$ cat config.mk
export PLATFORM = sky130hd
export DESIGN_NAME = hazard_controller
export DESIGN_NICKNAME = d
export VERILOG_FILES = /design/src/rtl/hazard_controller.sv
export SDC_FILE = /design/constraint.sdc
export NUM_CORES = 1
export LEC_CHECK = 0
export CORE_ASPECT_RATIO = 2
export CORE_MARGIN = 4
export CORE_UTILIZATION = 55
export CTS_CLUSTER_DIAMETER = 120
export DETAILED_ROUTE_END_ITERATION = 10
export PLACE_DENSITY = 0.86
export SETUP_SLACK_MARGIN = 0.4
export SLEW_MARGIN = 20
export SYNTH_ARGS = -nofsm -noshare
export SYNTH_HDL_FRONTEND = slang
export SYNTH_SLANG_ARGS = --single-unit
$ cat constraint.sdc
create_clock -name clk -period 3.5 [get_ports clk]
set_input_delay 0.7 -clock clk [delete_from_list [all_inputs] [get_ports clk]]
set_output_delay 0.7 -clock clk [all_outputs]
set_load 0.01 [all_outputs]
$ cat src/rtl/hazard_controller.sv
// hazard_controller: pipeline sequencing for the 5-stage RV32 core.
// A 3-entry destination scoreboard (EX, MEM, WB) detects RAW hazards because
// the datapath has no forwarding. Each cycle one action is chosen by
// priority: FREEZE (data memory busy) > FLUSH (EX redirect) > DSTALL
// (hazard on a valid ID instruction) > RUN.
//
// The control outputs are combinational and valid in the same cycle as the
// inputs. The chosen action is registered into cause and drives two
// saturating performance counters.
module hazard_controller #(
  parameter bit WB_BYPASS = 1'b0,
  parameter int CW        = 16
) (
  input  logic          clk,
  input  logic          rst,
  input  logic          id_valid,
  input  logic [4:0]    id_rs1,
  input  logic [4:0]    id_rs2,
  input  logic          id_use_rs1,
  input  logic          id_use_rs2,
  input  logic [4:0]    id_rd,
  input  logic          id_regwrite,
  input  logic          ex_redirect,
  input  logic          mem_busy,
  input  logic          perf_clr,
  output logic          stall_pc,
  output logic          stall_ifid,
  output logic          flush_ifid,
  output logic          bubble_idex,
  output logic          freeze_all,
  output logic [1:0]    cause,
  output logic [CW-1:0] stall_cnt,
  output logic [CW-1:0] flush_cnt
);

  typedef enum logic [1:0] {
    ACT_RUN    = 2'd0,
    ACT_DSTALL = 2'd1,
    ACT_FREEZE = 2'd2,
    ACT_FLUSH  = 2'd3
  } action_t;

  // Scoreboard entries: valid bit plus destination register.
  logic       sb_ex_v, sb_mem_v, sb_wb_v;
  logic [4:0] sb_ex_rd, sb_mem_rd, sb_wb_rd;

  logic    hit_rs1;
  logic    hit_rs2;
  logic    hazard;
  logic    rec_v;
  action_t action;

  // Source match against in-flight writers; x0 never matches, and the WB
  // entry is ignored when the register file writes through.
  always_comb begin
    hit_rs1 = 1'b0;
    hit_rs2 = 1'b0;
    if (id_use_rs1 && (id_rs1 != 5'd0)) begin
      hit_rs1 = (sb_ex_v  && (sb_ex_rd  == id_rs1)) ||
                (sb_mem_v && (sb_mem_rd == id_rs1)) ||
                (!WB_BYPASS && sb_wb_v && (sb_wb_rd == id_rs1));
    end
    if (id_use_rs2 && (id_rs2 != 5'd0)) begin
      hit_rs2 = (sb_ex_v  && (sb_ex_rd  == id_rs2)) ||
                (sb_mem_v && (sb_mem_rd == id_rs2)) ||
                (!WB_BYPASS && sb_wb_v && (sb_wb_rd == id_rs2));
    end
    hazard = id_valid && (hit_rs1 || hit_rs2);
    // x0 writes are never recorded.
    rec_v  = id_valid && id_regwrite && (id_rd != 5'd0);
  end

  // Priority selection of this cycle's action. The inputs still act during
  // reset, where the scoreboard is already empty so no hazard can appear.
  always_comb begin
    action = ACT_RUN;
    if (mem_busy) begin
      action = ACT_FREEZE;
    end else if (ex_redirect) begin
      action = ACT_FLUSH;
    end else if (hazard) begin
      action = ACT_DSTALL;
    end
  end

  // Decode the action into the pipeline register controls.
  always_comb begin
    stall_pc    = 1'b0;
    stall_ifid  = 1'b0;
    flush_ifid  = 1'b0;
    bubble_idex = 1'b0;
    freeze_all  = 1'b0;
    case (action)
      ACT_FREEZE: begin
        stall_pc   = 1'b1;
        stall_ifid = 1'b1;
        freeze_all = 1'b1;
      end
      ACT_FLUSH: begin
        flush_ifid  = 1'b1;
        bubble_idex = 1'b1;
      end
      ACT_DSTALL: begin
        stall_pc    = 1'b1;
        stall_ifid  = 1'b1;
        bubble_idex = 1'b1;
      end
      default: ;
    endcase
  end

  // Scoreboard advance. It holds on freeze. On flush or stall it shifts with
  // a bubble entering EX, so killed or held instructions are never recorded.
  always_ff @(posedge clk or negedge rst) begin
    if (!rst) begin
      sb_ex_v   <= 1'b0;
      sb_mem_v  <= 1'b0;
      sb_wb_v   <= 1'b0;
      sb_ex_rd  <= 5'd0;
      sb_mem_rd <= 5'd0;
      sb_wb_rd  <= 5'd0;
    end else if (action != ACT_FREEZE) begin
      sb_wb_v   <= sb_mem_v;
      sb_wb_rd  <= sb_mem_rd;
      sb_mem_v  <= sb_ex_v;
      sb_mem_rd <= sb_ex_rd;
      if (action == ACT_RUN) begin
        sb_ex_v  <= rec_v;
        sb_ex_rd <= id_rd;
      end else begin
        sb_ex_v  <= 1'b0;
        sb_ex_rd <= 5'd0;
      end
    end
  end

  // Registered cause of the previous cycle.
  always_ff @(posedge clk or negedge rst) begin
    if (!rst) begin
      cause <= ACT_RUN;
    end else begin
      cause <= action;
    end
  end

  // Saturating stall and flush counters. A clear request wins over a
  // simultaneous increment.
  always_ff @(posedge clk or negedge rst) begin
    if (!rst) begin
      stall_cnt <= '0;
      flush_cnt <= '0;
    end else if (perf_clr) begin
      stall_cnt <= '0;
      flush_cnt <= '0;
    end else begin
      if ((action == ACT_DSTALL) && (stall_cnt != {CW{1'b1}})) begin
        stall_cnt <= stall_cnt + 1'b1;
      end
      if ((action == ACT_FLUSH) && (flush_cnt != {CW{1'b1}})) begin
        flush_cnt <= flush_cnt + 1'b1;
      end
    end
  end

endmodule

# Word-level counts from Yosys, hierarchy flattened

Cells that the tools add are included.

Register bits after elaboration: 52
Output and inout port bits: 39
Logic and storage cells: 64

Add/sub/neg operators: 2
Equal/unequal tests: 12
Muxes and demuxes: 15
Reductions and logical operators: 26

Operators with widths:

| cell                                           | count |
|---|---|
| 2-to-1 mux 16 bit                              | 4 |
| adder 16 x 1 -> 16 bit (second input constant) | 2 |
| != test 16 bit (second input constant)         | 2 |
| == test 5 bit                                  | 6 |
| nonzero test 5 bit                             | 3 |
| logical AND 1 bit                              | 13 |
| 2-to-1 mux 1 bit                               | 8 |
| logical OR 1 bit                               | 5 |
| 2-to-1 mux 5 bit                               | 1 |
| == test 2 bit (second input constant)          | 2 |
| 2-to-1 mux 2 bit                               | 2 |
| nonzero test 2 bit                             | 2 |
| OR reduction 2 bit                             | 2 |
| == test 2 x 1 -> 1 bit (second input constant) | 1 |
| logical NOT 2 bit                              | 1 |
| != test 2 bit (second input constant)          | 1 |

# Longest topological paths before layout

Depth in word-level cells: 14
Mapped depth: 11

# Worst setup path before layout

OpenSTA, ideal clock, no wires.

Path type: in2reg
Start: input port id_rs2[4]
End: register stall_cnt[11]
Data arrival time: 2.800 ns
Data required time: 3.422 ns
Path slack: 0.622 ns
Stages: 10
Buffers on the path: 0
Cell sequence: xor2_1 -> nor4_1 -> a31oi_1 -> and3_1 -> o22ai_1 -> ha_1 -> nand4_1 -> o21bai_1 -> or3_1 -> a21oi_1

Word-level cells in the longest chain between the ends: 13

Ends and longest elaborated chain:

| element                               | RTL line | source |
|---|---|---|
| start, declared                       | 18       | `input logic [4:0] id_rs2,` |
| == test 5 bit (on tied branches)      | 64, 65   |  |
| logical AND 1 bit (on tied branches)  | 64, 65   |  |
| logical OR 1 bit                      | 64       | `hit_rs2 = (sb_ex_v && (sb_ex_rd == id_rs2)) \|\|` |
| logical OR 1 bit                      | 65       | `(sb_mem_v && (sb_mem_rd == id_rs2)) \|\|` |
| 2-to-1 mux 1 bit *                    | 63       | `if (id_use_rs2 && (id_rs2 != 5'd0)) begin` |
| logical OR 1 bit *                    | 68       | `hazard = id_valid && (hit_rs1 \|\| hit_rs2);` |
| logical AND 1 bit *                   | 68       |  |
| 2-to-1 mux 1 bit *                    | 81       | `end else if (hazard) begin` |
| 2-to-1 mux 2 bit *                    | 79       | `end else if (ex_redirect) begin` |
| 2-to-1 mux 2 bit *                    | 77       | `if (mem_busy) begin` |
| == test 2 x 1 -> 1 bit *              | 156      | `if ((action == ACT_DSTALL) && (stall_cnt != {CW{1'b1}})) begin` |
| logical AND 1 bit *                   | 156      |  |
| nonzero test 2 bit (no source line) * | -        |  |
| end signal, assigned                  | 157      | `stall_cnt <= stall_cnt + 1'b1;` |
| end, declared                         | 32       | `output logic [CW-1:0] stall_cnt,` |

Every way passes the cells marked *; elsewhere a longest branch is shown, timed or not.
A chain may end at the register's enable or synchronous reset.

# Final worst setup path

Start: input port id_rs1[0]
End: output port freeze_all

Word-level cells in the longest chain between the ends: 12

Ends and longest elaborated chain:

| element                              | RTL line | source |
|---|---|---|
| start, declared                      | 17       | `input logic [4:0] id_rs1,` |
| == test 5 bit (on tied branches)     | 59, 60   |  |
| logical AND 1 bit (on tied branches) | 59, 60   |  |
| logical OR 1 bit                     | 59       | `hit_rs1 = (sb_ex_v && (sb_ex_rd == id_rs1)) \|\|` |
| logical OR 1 bit                     | 60       | `(sb_mem_v && (sb_mem_rd == id_rs1)) \|\|` |
| 2-to-1 mux 1 bit *                   | 58       | `if (id_use_rs1 && (id_rs1 != 5'd0)) begin` |
| logical OR 1 bit *                   | 68       |  |
| logical AND 1 bit *                  | 68       |  |
| 2-to-1 mux 1 bit *                   | 81       |  |
| 2-to-1 mux 2 bit *                   | 79       |  |
| 2-to-1 mux 2 bit *                   | 77       |  |
| == test 2 bit *                      | 93       | `case (action)` |
| 2-to-1 mux 1 bit *                   | 93       |  |
| end, declared                        | 30       | `output logic freeze_all,` |

Marked as above.

==> impl_metrics.env <==
export IMPL_slew_viol_final=0
export IMPL_layout_setup_ws_ns=0.352
export IMPL_combPwrFrac=0.147
export IMPL_crit_arrival_ns=2.45
export IMPL_clk_latency_ns=0.31
export IMPL_synth_edf_count=0
export IMPL_final_nets=398
export IMPL_antennaDiodeCount=0
export IMPL_criticalPathCategory="primary input to output pin"
export IMPL_swShare=0.261
export IMPL_grtUsageTotal=0.233
export IMPL_root_buffer="clkbuf_8"
export IMPL_ys_warn_count=0
export IMPL_pre_cts_ws_ns=-0.298
export IMPL_async_flop_share=1.00
export IMPL_finalSetupViolCount=0
export IMPL_r2r_start="sb_wb_rd[0]"
export IMPL_pwr_share_clk=0.329
export IMPL_post_synth_cell_area_avg_um2=10.1
export IMPL_cp_start_kind="primary input"
export IMPL_synth_seq_cells=52
export IMPL_p_per_area_nw_per_um2=328
export IMPL_power_leakage_nw=1.61
export IMPL_drtAntennaViolNets=0
export IMPL_wirelength_mm=7.38
export IMPL_yosys_most_used_dff="dfrtp_1"
export IMPL_r2r_end="stall_cnt[11]"
export IMPL_syn_area_um2=2920
export IMPL_fillers=359
export IMPL_core_area_um2=5140
export IMPL_drive_gt1_frac=0.216
export IMPL_clk_pin_slew_worst_paths_ns=0.09
export IMPL_ff2ff_setup_slack_ns=0.57
export IMPL_status="completed"
export IMPL_netSwitchingPower_w=0.000329
export IMPL_syn_nets=319
export IMPL_crit_start="id_rs1[0]"
export IMPL_die_h_um=111
export IMPL_grt_max_degree=41
export IMPL_hpwl_mm=5.32
export IMPL_vias_per_cell=5.81
export IMPL_rr_worst_depth=12
export IMPL_die_x_um=59.5
export IMPL_ys_types=45
export IMPL_fin_setup_tns_ns=0
export IMPL_clock_skew_ns=0.00396
export IMPL_finalHoldViolations=0
export IMPL_endpoint_kind="output pin"
export IMPL_rsz0062_at_grt="true"
export IMPL_post_route_min_period_ns=3.15
export IMPL_vdd_ir_drop_worst_mv=0.267
export IMPL_io_pins=63
export IMPL_drt_iter0_drc=122
export IMPL_die_area_um2=6600
export IMPL_grt_pass1_wl_mm=12.1
export IMPL_cp_max_fo=3
export IMPL_overflow=0
export IMPL_max_slew_margin_rel=0.368
export IMPL_wl_per_cell_um=17.2
export IMPL_dr_pass1_iters=4
export IMPL_grt_pass1_vias=2594
export IMPL_timing_hold_ws_ns=0.495
export IMPL_ff_latch_area_um2=1300
export IMPL_cts_tree="yes"
export IMPL_seqPwrFrac=0.524
export IMPL_min_path_type="primary input to asynchronous set/reset pin"
export IMPL_final_core_util=0.748
export IMPL_port_buffers=62
export IMPL_finalWeightedCongestion=0.883
export IMPL_dr_total_vias=2488
export IMPL_synthToLayoutAreaGrowth_pct=31.7
export IMPL_crit_required_ns=2.80
export IMPL_internal_power_w=0.000931
export IMPL_htree_levels=2
export IMPL_cts_buffers=5
export IMPL_fmax_ghz=0.318
export IMPL_clock_sinks=52
export IMPL_antenna_found_initial=0
export IMPL_worst_pin_slew_ns=0.940
export IMPL_multi_input_area_um2=1640
export IMPL_clock_path_buffers=2
export IMPL_synthCells=290
export IMPL_power_w=0.00126
export IMPL_drv_cap=0
export IMPL_drc=0
export IMPL_period_share=0.899
export IMPL_fp_row_count=37
export IMPL_start_util=0.568
export IMPL_seq_area_frac_synth=0.446
Yosys cell counts, types with 2 or more instances:
master	number	area, µm²
xor2_1	25	219
inv_1	5	18.8
nor4_2	3	37.5
clkbuf_1	6	22.5
xnor2_1	29	254
and3_1	3	18.8
nand2b_1	2	12.5
ha_1	5	62.6
nand4_1	5	31.3
nor4_1	8	50.1
nor3b_1	2	15.0
and2_1	2	12.5
nand2_1	21	78.8
or4_1	2	15.0
or3_1	3	18.8
and4_1	2	17.5
nor2_1	30	113
nor3_2	4	40.0
nor3_1	14	70.1
dfrtp_1	52	1300
nand4_2	2	25.0
nand3_1	16	80.1
mux2_2	12	135
buf_4	2	15.0
a31oi_1	2	12.5
a21oi_1	6	30.0
o21ai_0	9	45.0
metal layers:
metal / global-route usage / vias to the layer above / routed length [µm]
li1: - / 1169 / -
met1: 0.269 / 1221 / 2710
met2: 0.417 / 83 / 4190
met3: 0.0245 / 15 / 296
met4: 0.0902 / 0 / 184
met5: 0 / - / 0
worst max path at each step:
stage	cells after the start	slack, ns	endpoint
floorplan	10	0.62	stall_cnt[11]
global placement	8	-0.29	stall_pc
detailed placement	8	-0.30	stall_ifid
CTS	8	0.31	stall_ifid
global route	8	0.34	freeze_all
finish	8	0.35	freeze_all
cells by family after synthesis:
kind of cell | count (synthesis) | synth area share
and+or+nand+nor | 127 | 0.247
xor gates and xnor gates | 54 | 0.162
DFF | 52 | 0.446
AOI/OAI and AO/OA | 25 | 0.0506
buffers and inverters | 14 | 0.0232
muxes | 13 | 0.0497
adders and majority gates | 5 | 0.0214
critical path, stage by stage:
cell,delay (ns)
clkbuf_2,0.12
xor2_1,0.18
nor4_1,0.46
nand3_1,0.14
and3_4,0.20
o22a_1,0.21
ha_2,0.21
clkdlybuf4s15_2,0.23
power by group through the flow:
stage	Combinational, W	Sequential (W)	Clock [W]
after floorplan	0.0000909	0.000662	0
after global routing	0.000203	0.000664	0.000440
final	0.000186	0.000660	0.000414
after detailed placement	0.000177	0.000671	0
after global placement	0.000173	0.000668	0
after CTS	0.000179	0.000659	0.000421
per-stage QoR:
stage	cell area (µm²)	std cells
after floorplan	2920	290
after global placement	3670	416
after detailed placement	3670	416
after CTS	3810	426
after global routing	3840	428
final	3840	428
sequential cells by signal, summed over array words and instances (netlist names):
| name | cells |
|---|---|
| cause | 2 |
| flush_cnt | 16 |
| sb_ex_rd | 5 |
| sb_ex_v | 1 |
| sb_mem_rd | 5 |
| sb_mem_v | 1 |
| sb_wb_rd | 5 |
| sb_wb_v | 1 |
| stall_cnt | 16 |
cell usage in the layout (no fill, tap or decap), drive strengths merged, types with 2 or more instances in the layout:
cell type | synthesis | final
nand4 | 7 | 7
clkdlybuf4s50 | 0 | 46
clkbuf | 6 | 12
a21oi | 6 | 6
nor3b | 3 | 3
ha | 5 | 5
inv | 5 | 5
nor4 | 12 | 12
and3 | 3 | 3
nor3 | 18 | 18
or3 | 3 | 3
nor2 | 30 | 30
buf | 3 | 24
nand2b | 2 | 2
clkdlybuf4s15 | 0 | 2
xor2 | 25 | 25
and2 | 2 | 2
o21ai | 10 | 10
nand3 | 16 | 16
a31oi | 2 | 2
nand2 | 22 | 22
or4 | 2 | 2
and4 | 3 | 3
mux2 | 12 | 12
xnor2 | 29 | 29
dfrtp | 52 | 52
dlygate4sd2 | 0 | 2
cell type report:
class | count | share of cell area
Clock buffer | 5 | 0.0179
Inverter | 5 | 0.00488
Multi-Input combinational cell | 224 | 0.426
Sequential cell | 52 | 0.339
Timing Repair Buffer | 81 | 0.183
Tap cell | 58 | 0.0189
Clock inverter | 3 | 0.0111
timing repair:
action,CTS,global route
hold buffers,0,0
gates cloned,0,0
pin swaps,12,13
setup buffers,2,2
gates resized for setup,35,20
setup endpoints to repair,17,17
(Power assumes the default switching activity.)
